File: config.mk
export PLATFORM = sky130hd
export DESIGN_NAME = rom_msg_streamer
export DESIGN_NICKNAME = d
export VERILOG_FILES = /design/src/rtl/rom_msg_streamer.sv
export SDC_FILE = /design/constraint.sdc
export NUM_CORES = 1
export LEC_CHECK = 0
export BUFFER_PORTS_ARGS = -buffer_cell sky130_fd_sc_hd__buf_2
export CORE_MARGIN = 2
export CORE_UTILIZATION = 59
export DETAILED_ROUTE_END_ITERATION = 7
export PLACE_DENSITY = 0.92
export SLEW_MARGIN = 20
export SYNTH_ARGS = -nofsm -noshare
export SYNTH_HDL_FRONTEND = slang
export SYNTH_SLANG_ARGS = --single-unit
File: constraint.sdc
create_clock -name clk -period 6.85 [get_ports clk]
set_input_delay 1.0275 -clock clk [delete_from_list [all_inputs] [get_ports clk]]
set_output_delay 1.0275 -clock clk [all_outputs]
set_load 0.01 [all_outputs]
File: src/rtl/rom_msg_streamer.sv
// Walks a segment of the 64x8 ASCII string ROM and streams each byte
// on a valid/ready interface, inserting a space between segments in full mode.
module rom_msg_streamer #(
    parameter int                ADDR_W     = 6,
    parameter int                DATA_W     = 8,
    parameter logic [ADDR_W-1:0] SPACE_ADDR = ADDR_W'('h2F)
) (
    input  logic              clk,
    input  logic              rst_n,
    input  logic              start,
    input  logic [2:0]        sel,
    output logic              busy,
    output logic              err,
    output logic              done,
    output logic [ADDR_W-1:0] rom_addr,
    input  logic [DATA_W-1:0] rom_data,
    output logic [DATA_W-1:0] tx_data,
    output logic              tx_valid,
    input  logic              tx_ready
);

    typedef enum logic [1:0] {IDLE, FETCH, LOAD, SEND} state_t;

    localparam logic [2:0] SEL_FULL = 3'd5;
    localparam logic [2:0] SEG_LAST = 3'd4;

    state_t            state, state_nxt;
    logic [ADDR_W-1:0] addr_nxt;
    logic [DATA_W-1:0] data_nxt;
    logic              valid_nxt, busy_nxt, done_nxt, err_nxt;
    logic [2:0]        seg, seg_nxt;
    logic [3:0]        chr, chr_nxt;
    logic              full, full_nxt;
    logic              space_pend, space_pend_nxt;

    function automatic logic [ADDR_W-1:0] seg_base(input logic [2:0] s);
        case (s)
            3'd0:    return ADDR_W'('h00);
            3'd1:    return ADDR_W'('h09);
            3'd2:    return ADDR_W'('h0F);
            3'd3:    return ADDR_W'('h1D);
            3'd4:    return ADDR_W'('h25);
            default: return '0;
        endcase
    endfunction

    // Index of the final character in each segment.
    function automatic logic [3:0] seg_end(input logic [2:0] s);
        case (s)
            3'd0:    return 4'd8;
            3'd1:    return 4'd5;
            3'd2:    return 4'd6;
            3'd3:    return 4'd7;
            3'd4:    return 4'd6;
            default: return 4'd0;
        endcase
    endfunction

    always_ff @(posedge clk or negedge rst_n) begin
        if (!rst_n) begin
            state      <= IDLE;
            rom_addr   <= '0;
            tx_data    <= '0;
            tx_valid   <= 1'b0;
            busy       <= 1'b0;
            done       <= 1'b0;
            err        <= 1'b0;
            seg        <= '0;
            chr        <= '0;
            full       <= 1'b0;
            space_pend <= 1'b0;
        end else begin
            state      <= state_nxt;
            rom_addr   <= addr_nxt;
            tx_data    <= data_nxt;
            tx_valid   <= valid_nxt;
            busy       <= busy_nxt;
            done       <= done_nxt;
            err        <= err_nxt;
            seg        <= seg_nxt;
            chr        <= chr_nxt;
            full       <= full_nxt;
            space_pend <= space_pend_nxt;
        end
    end

    always_comb begin
        state_nxt      = state;
        addr_nxt       = rom_addr;
        data_nxt       = tx_data;
        valid_nxt      = tx_valid;
        busy_nxt       = busy;
        done_nxt       = 1'b0;
        err_nxt        = 1'b0;
        seg_nxt        = seg;
        chr_nxt        = chr;
        full_nxt       = full;
        space_pend_nxt = space_pend;
        unique case (state)
            IDLE: begin
                if (start) begin
                    if (sel <= SEL_FULL) begin
                        busy_nxt       = 1'b1;
                        full_nxt       = (sel == SEL_FULL);
                        seg_nxt        = (sel == SEL_FULL) ? 3'd0 : sel;
                        chr_nxt        = '0;
                        space_pend_nxt = 1'b0;
                        addr_nxt       = seg_base(seg_nxt);
                        state_nxt      = FETCH;
                    end else begin
                        err_nxt = 1'b1;
                    end
                end
            end
            FETCH: state_nxt = LOAD;
            LOAD: begin
                data_nxt  = rom_data;
                valid_nxt = 1'b1;
                state_nxt = SEND;
            end
            SEND: begin
                if (tx_ready) begin
                    valid_nxt = 1'b0;
                    state_nxt = FETCH;
                    if (space_pend) begin
                        space_pend_nxt = 1'b0;
                        seg_nxt        = seg + 3'd1;
                        chr_nxt        = '0;
                        addr_nxt       = seg_base(seg + 3'd1);
                    end else if (chr == seg_end(seg)) begin
                        if (full && seg != SEG_LAST) begin
                            space_pend_nxt = 1'b1;
                            addr_nxt       = SPACE_ADDR;
                        end else begin
                            busy_nxt  = 1'b0;
                            done_nxt  = 1'b1;
                            state_nxt = IDLE;
                        end
                    end else begin
                        chr_nxt  = chr + 4'd1;
                        addr_nxt = rom_addr + ADDR_W'(1);
                    end
                end
            end
            default: state_nxt = IDLE;
        endcase
    end

endmodule
==> results of run 1 <==
layout by cell type (no fill, tap or decap), types with 4 or more instances in the layout:
master    synthesis  routed
nor2_1           18      18
o21ai_0          11      11
nor3_1            4       4
dfrtp_1          29      29
ha_1             12      12
inv_1             8       8
clkbuf_4          0       5
nand2b_1          4       4
nand3_1           7       7
nand2_1          16      16
buf_2             0      32
mux2_2            8       8
a21oi_1          12      12
power by group:
| part | leakage [nW] | switching (mW) | internal, mW |
|---|---|---|---|
| Combinational | 0.542 | 0.334 | 0.232 |
| Clock | 0.0455 | 0.0590 | 0.0871 |
| Sequential | 0.352 | 0.0858 | 0.249 |
cells in the mapped netlist (all sizes together), types with 3 or more instances:
cell type	n	area (sq um)
nor3	4	20.0
ha	12	150
mux2	9	105
inv	8	30.0
a21o	3	23.8
nor2	18	67.6
a21oi	12	60.1
nand3	7	35.0
dfrtp	29	726
o21ai	13	65.1
nand2b	4	25.0
clkbuf	5	28.8
nand2	16	60.1
flip-flops by register name, indices dropped and copies added, names as in the netlist:
signal / cells
tx_data: 8
rom_addr: 6
chr: 4
seg: 3
state: 2
busy: 1
done: 1
err: 1
full: 1
space_pend: 1
tx_valid: 1
worst max path at each step:
stage                     startpoint     endpoint  slack, ns  cells after the start
after floorplan               sel[1]  rom_addr[4]       4.25                      7
after global placement        sel[2]  rom_addr[4]       4.14                      7
after detailed placement      sel[2]  rom_addr[4]       4.06                      7
after CTS                     seg[0]  rom_addr[5]       4.10                      8
after global routing        state[0]       seg[0]       3.91                      7
final                         seg[0]  rom_addr[5]       4.08                      8
layout make-up:
cell class	count	share of cell area, %
repair buffers	32	7.99
clock buffers	7	2.75
well taps	31	1.94
inverters	8	1.50
flip-flops and latches	29	36.2
multi-input cells	141	48.1
clock inverters	1	1.50
metal layers:
| metal | GRT usage, % | share of wire (%) | vias to the layer above |
|---|---|---|---|
| li1 | - | - | 740 |
| met1 | 35.5 | 40 | 753 |
| met2 | 40.6 | 51 | 59 |
| met3 | 5.71 | 6.6 | 9 |
| met4 | 12.7 | 2.0 | 0 |
| met5 | 0 | 0 | - |
logic make-up (layout without fill, tap and decap cells):
| group | count (synthesis) | in the layout | share of synthesized area [%] |
|---|---|---|---|
| compound gates | 52 | 52 | 19.9 |
| xor+xnor | 3 | 3 | 1.48 |
| fa+ha+maj | 12 | 12 | 8.47 |
| buf+inv | 15 | 48 | 4.59 |
| flops | 29 | 29 | 41.0 |
| mux | 11 | 11 | 7.06 |
| simple gates | 63 | 63 | 17.5 |
==> flow_summary.ini, run 1 <==
[status]
status = finished, violations left
violations = design-rule violations

[worst_setup_path]
r2r-start = seg[0]
cpPeakStageDelay_ns = 0.48
critPathTopFamily = compound AO/OA/AOI/OAI gates
cp.required_ns = 7.08
path_max_fanout = 10
r2r_end = rom_addr[5]
critPathCaptureType = flip-flop
cp.arrival_ns = 3.01
worst-path-buf-inv = 1
start_kind = flip-flop
critPathKind = flip-flop to flip-flop
cpMaxStageDelayCell = dfrtp_1
ff2ff_setup_slack_ns = 4.08
worstPathCellList = inv_1 -> ha_1 -> mux2_4 -> or3_1 -> a211oi_2 -> and2_1 -> a21oi_1 -> a211oi_1
reg2reg_depth = 8

[drt]
drc = 1
wl_per_cell_um = 16.2
first_pass_iters = 6
num_vias = 1561
postRouteAntennaNets = 0
via_per_inst = 6.27
drt_wl_total_mm = 4.03
drt_first_iter_violations = 75

[timing]
hold_ws_ns = 0.507
skew_ns = 0.00920
worst_slack_ns = 4.08
worst_pin_slew_ns = 0.799
fin_crit_sh_pct = 40.5
setup_viol = 0
period_needed_ns = 2.77
relSlewSlack_pct = 46.7
hold_viol = 0
grt_setup_unrepaired = no
slew_viol_final = 0
max_freq_mhz = 360
setup_tns_ns = 0

[power_and_ir_drop]
peakVddDrop_uv = 412
pwr_density_cell_nw_per_um2 = 523
p_leak_nw = 0.940
total_power_mw = 1.05

[placement]
numPortBuffers = 32
pre_cts_ws_ns = 4.06
gp_congestion = 0.861
dp.cells = 241
place_area_sq_um = 1920
dpl.hpwl_mm = 2.97

[clock_network]
root_buffer = clkbuf_4
cts_buffers = 5
postCtsResizedCells = 0
clk_latency_ns = 0.33
cts_hold_buf = 0
clock-sinks = 29
post_cts_buffers = 0
clk_pin_slew_ns = 0.09
htree_levels = 2
cts_tree = built
cts_buffer_depth = 2

[hold_path]
whs_path_depth = 1
hold_class = flip-flop to flip-flop
hp-start = tx_data[7]
holdPathEnd = tx_data[7]

[synthesis]
synth.distinct_cells = 48
synthArstFlopShare_pct = 100
seq_area_frac_synth_pct = 41.0
syn-num-nets = 212
ys_warn_count = 0
ys_seq_elements = 29
ys.flop_type = dfrtp_1
netlist_instances = 185
synth_area_per_cell_sq_um = 9.58
netlist_area_sq_um = 1770
synth_edf_count = 0

[floorplan]
start_util_pct = 63.2
num_rows = 19
die_area_sq_um = 3460
die_y_um = 58.8
io_pins = 33
fp.dieW_um = 58.8
core_sq_um = 2810

[job]
cap_violations = 0

[global_route]
grt_pass1_vias = 1457
antenna_found_initial = 0
grt_usage_pct = 26.4
grt_max_degree = 30
grt_pass1_wl_mm = 6.78
globalRouteOverflowTotal = 0

[finish]
stdcell_area_sq_um = 2000
fin_nets = 244
syn_to_final_growth_pct = 13.1
ff_latch_area_sq_um = 726
final_core_util_pct = 71.5
multi_input_area_sq_um = 965
n_antenna_cell = 0
final_cells = 249
drive_above_1_share_pct = 23.4
num-fill-cells = 208
Note: power is estimated with default switching activity, not from simulation.
==> run 2: changes to the inputs <==
--- a/config.mk
+++ b/config.mk
@@ -7,9 +7,9 @@
 export LEC_CHECK = 0
 export BUFFER_PORTS_ARGS = -buffer_cell sky130_fd_sc_hd__buf_2
 export CORE_MARGIN = 2
-export CORE_UTILIZATION = 59
+export CORE_UTILIZATION = 55
 export DETAILED_ROUTE_END_ITERATION = 7
-export PLACE_DENSITY = 0.92
+export PLACE_DENSITY = 0.87
 export SLEW_MARGIN = 20
 export SYNTH_ARGS = -nofsm -noshare
 export SYNTH_HDL_FRONTEND = slang
==> constraint.sdc (replaced) <==
create_clock -name clk -period 2.8 [get_ports clk]
set_input_delay 0.42 -clock clk [delete_from_list [all_inputs] [get_ports clk]]
set_output_delay 0.42 -clock clk [all_outputs]
set_load 0.01 [all_outputs]
==> flow_summary.ini, run 2 (synthesis results as in run 1) <==
[placement]
numPortBuffers = 32
gp_congestion = 0.812
dp.cells = 257
dpl.hpwl_mm = 2.94
pre_cts_ws_ns = 0.226

[clock_network]
root_buffer = clkbuf_4
cts_hold_buf = 0
clk_latency_ns = 0.33
clk_pin_slew_ns = 0.10
post_cts_buffers = 0
cts_buffer_depth = 2
clock-sinks = 29
cts_buffers = 5
htree_levels = 2
cts_tree = built

[finish]
final_cells = 265
syn_to_final_growth_pct = 14.6
n_antenna_cell = 0
top_regs = tx_data (8), rom_addr (6), chr (4)
layout_commonest_cell = buf_2
regMostFlops = tx_data
final_core_util_pct = 66.5
fin_nets = 247
largest_register_ffs = 8
layout_common_cells = buf_2 (32), dfrtp_1 (28), nor2_1 (18)
drive_above_1_share_pct = 25.8

[drt]
via_per_inst = 5.81
wl_per_cell_um = 15.0
met1_length_mm = 1.70
drt_first_iter_violations = 41
postRouteAntennaNets = 0
route.met3.wl_um = 243
highest_layer = met4
num_vias = 1539
wl_met2_mm = 1.91
drc = 0
drt_wl_total_mm = 3.96
first_pass_iters = 4

[floorplan]
num_rows = 20
io_pins = 33
die_area_sq_um = 3690
core_sq_um = 3050
fp.dieW_um = 60.8
start_util_pct = 58.0
die_y_um = 60.8

[status]
status = completed

[worst_setup_path]
cp.required_ns = 3.01
reg2reg_depth = 8
cp.arrival_ns = 2.71
r2r_end = busy
r2r-start = seg[0]
path_max_fanout = 7
critPathKind = flip-flop to flip-flop
critPathCaptureType = flip-flop
start_kind = flip-flop
ff2ff_setup_slack_ns = 0.30

[timing]
worst_slack_ns = 0.301
grt_setup_unrepaired = no
setup_tns_ns = 0
fin_crit_sh_pct = 89.3
worst_pin_slew_ns = 0.644
setup_viol = 0
slew_viol_final = 0
skew_ns = 0.00554
max_freq_mhz = 400
relSlewSlack_pct = 56.7
hold_viol = 0
period_needed_ns = 2.50

[hold_path]
hold_class = primary input to async pin

[global_route]
globalRouteOverflowTotal = 0
grt_usage_pct = 24.5
grt_pass1_wl_mm = 6.56
grt_pass1_vias = 1441
antenna_found_initial = 0
grt_max_degree = 30

[power_and_ir_drop]
pwr_density_cell_nw_per_um2 = 1240
peakVddDrop_uv = 762
p_leak_nw = 0.951

[job]
cap_violations = 0
[run 2: cell count changes in the layout (fill, tap and decap cells not counted)]
cell / change
dfrtp_1: -1
dfrtp_2: +1
buf_4: +3
and2_2: +1
clkbuf_8: +1
clkinv_2: +1
and2_1: -1
clkbuf_1: -1
bufinv_16: -1
[run 2: where the power goes]
| group | leakage (nW) | total (mW) | internal [mW] | switching (mW) |
|---|---|---|---|---|
| Clock | 0.0413 | 0.299 | 0.145 | 0.154 |
| Sequential | 0.351 | 0.813 | 0.609 | 0.203 |
| Combinational | 0.558 | 1.40 | 0.593 | 0.809 |
| Total | 0.951 | 2.51 | 1.35 | 1.17 |
[run 2: how the worst max path moves through the flow]
| stage | cells past startpoint | slack, ns | endpoint | from |
|---|---|---|---|---|
| floorplan | 9 | 0.48 | chr[3] | seg[0] |
| global placement | 8 | 0.31 | chr[3] | seg[0] |
| detailed placement | 8 | 0.23 | chr[3] | seg[0] |
| CTS | 8 | 0.18 | rom_addr[5] | seg[0] |
| global route | 8 | 0.05 | busy | seg[0] |
| finish | 8 | 0.30 | busy | seg[0] |
[run 2: through the flow]
stage               hold WS (ns)  power, mW  instance area, sq um
floorplan                  0.124       1.83                  1770
CTS                        0.123       2.50                  2030
global placement           0.481       2.16                  1960
finish                    0.0985       2.51                  2030
global route               0.153       2.73                  2030
detailed placement         0.477       2.20                  1960
[run 2: what timing repair did]
item	CTS	global route
setup endpoints to repair	0	4
hold endpoints to repair	0	0
resized for setup	0	2
[run 2: worst max-delay path: stages, from the launching register on]
cell	delay [ns]
dfrtp_2	0.43
inv_1	0.11
ha_1	0.27
mux2_4	0.29
or3_1	0.32
a211oi_2	0.27
nand2_1	0.19
o41ai_1	0.39
o21ai_1	0.11
[run 2: cell type report]
| type | count | area (sq um) |
|---|---|---|
| sequential | 29 | 727 |
| tap | 44 | 55.1 |
| inverter | 8 | 30.0 |
| timing repair buffer | 35 | 183 |
| clock inverter | 1 | 5.00 |
| fill | 253 | 1020 |
| multi-input combinational | 141 | 966 |
| clock buffer | 7 | 65.1 |
[run 2: per-layer routing]
| metal | up-vias | global-route usage, % |
|---|---|---|
| met5 | - | 0 |
| met4 | 0 | 11.2 |
| met3 | 13 | 5.97 |
| met2 | 49 | 38.4 |
| met1 | 731 | 32.1 |
| li1 | 746 | - |
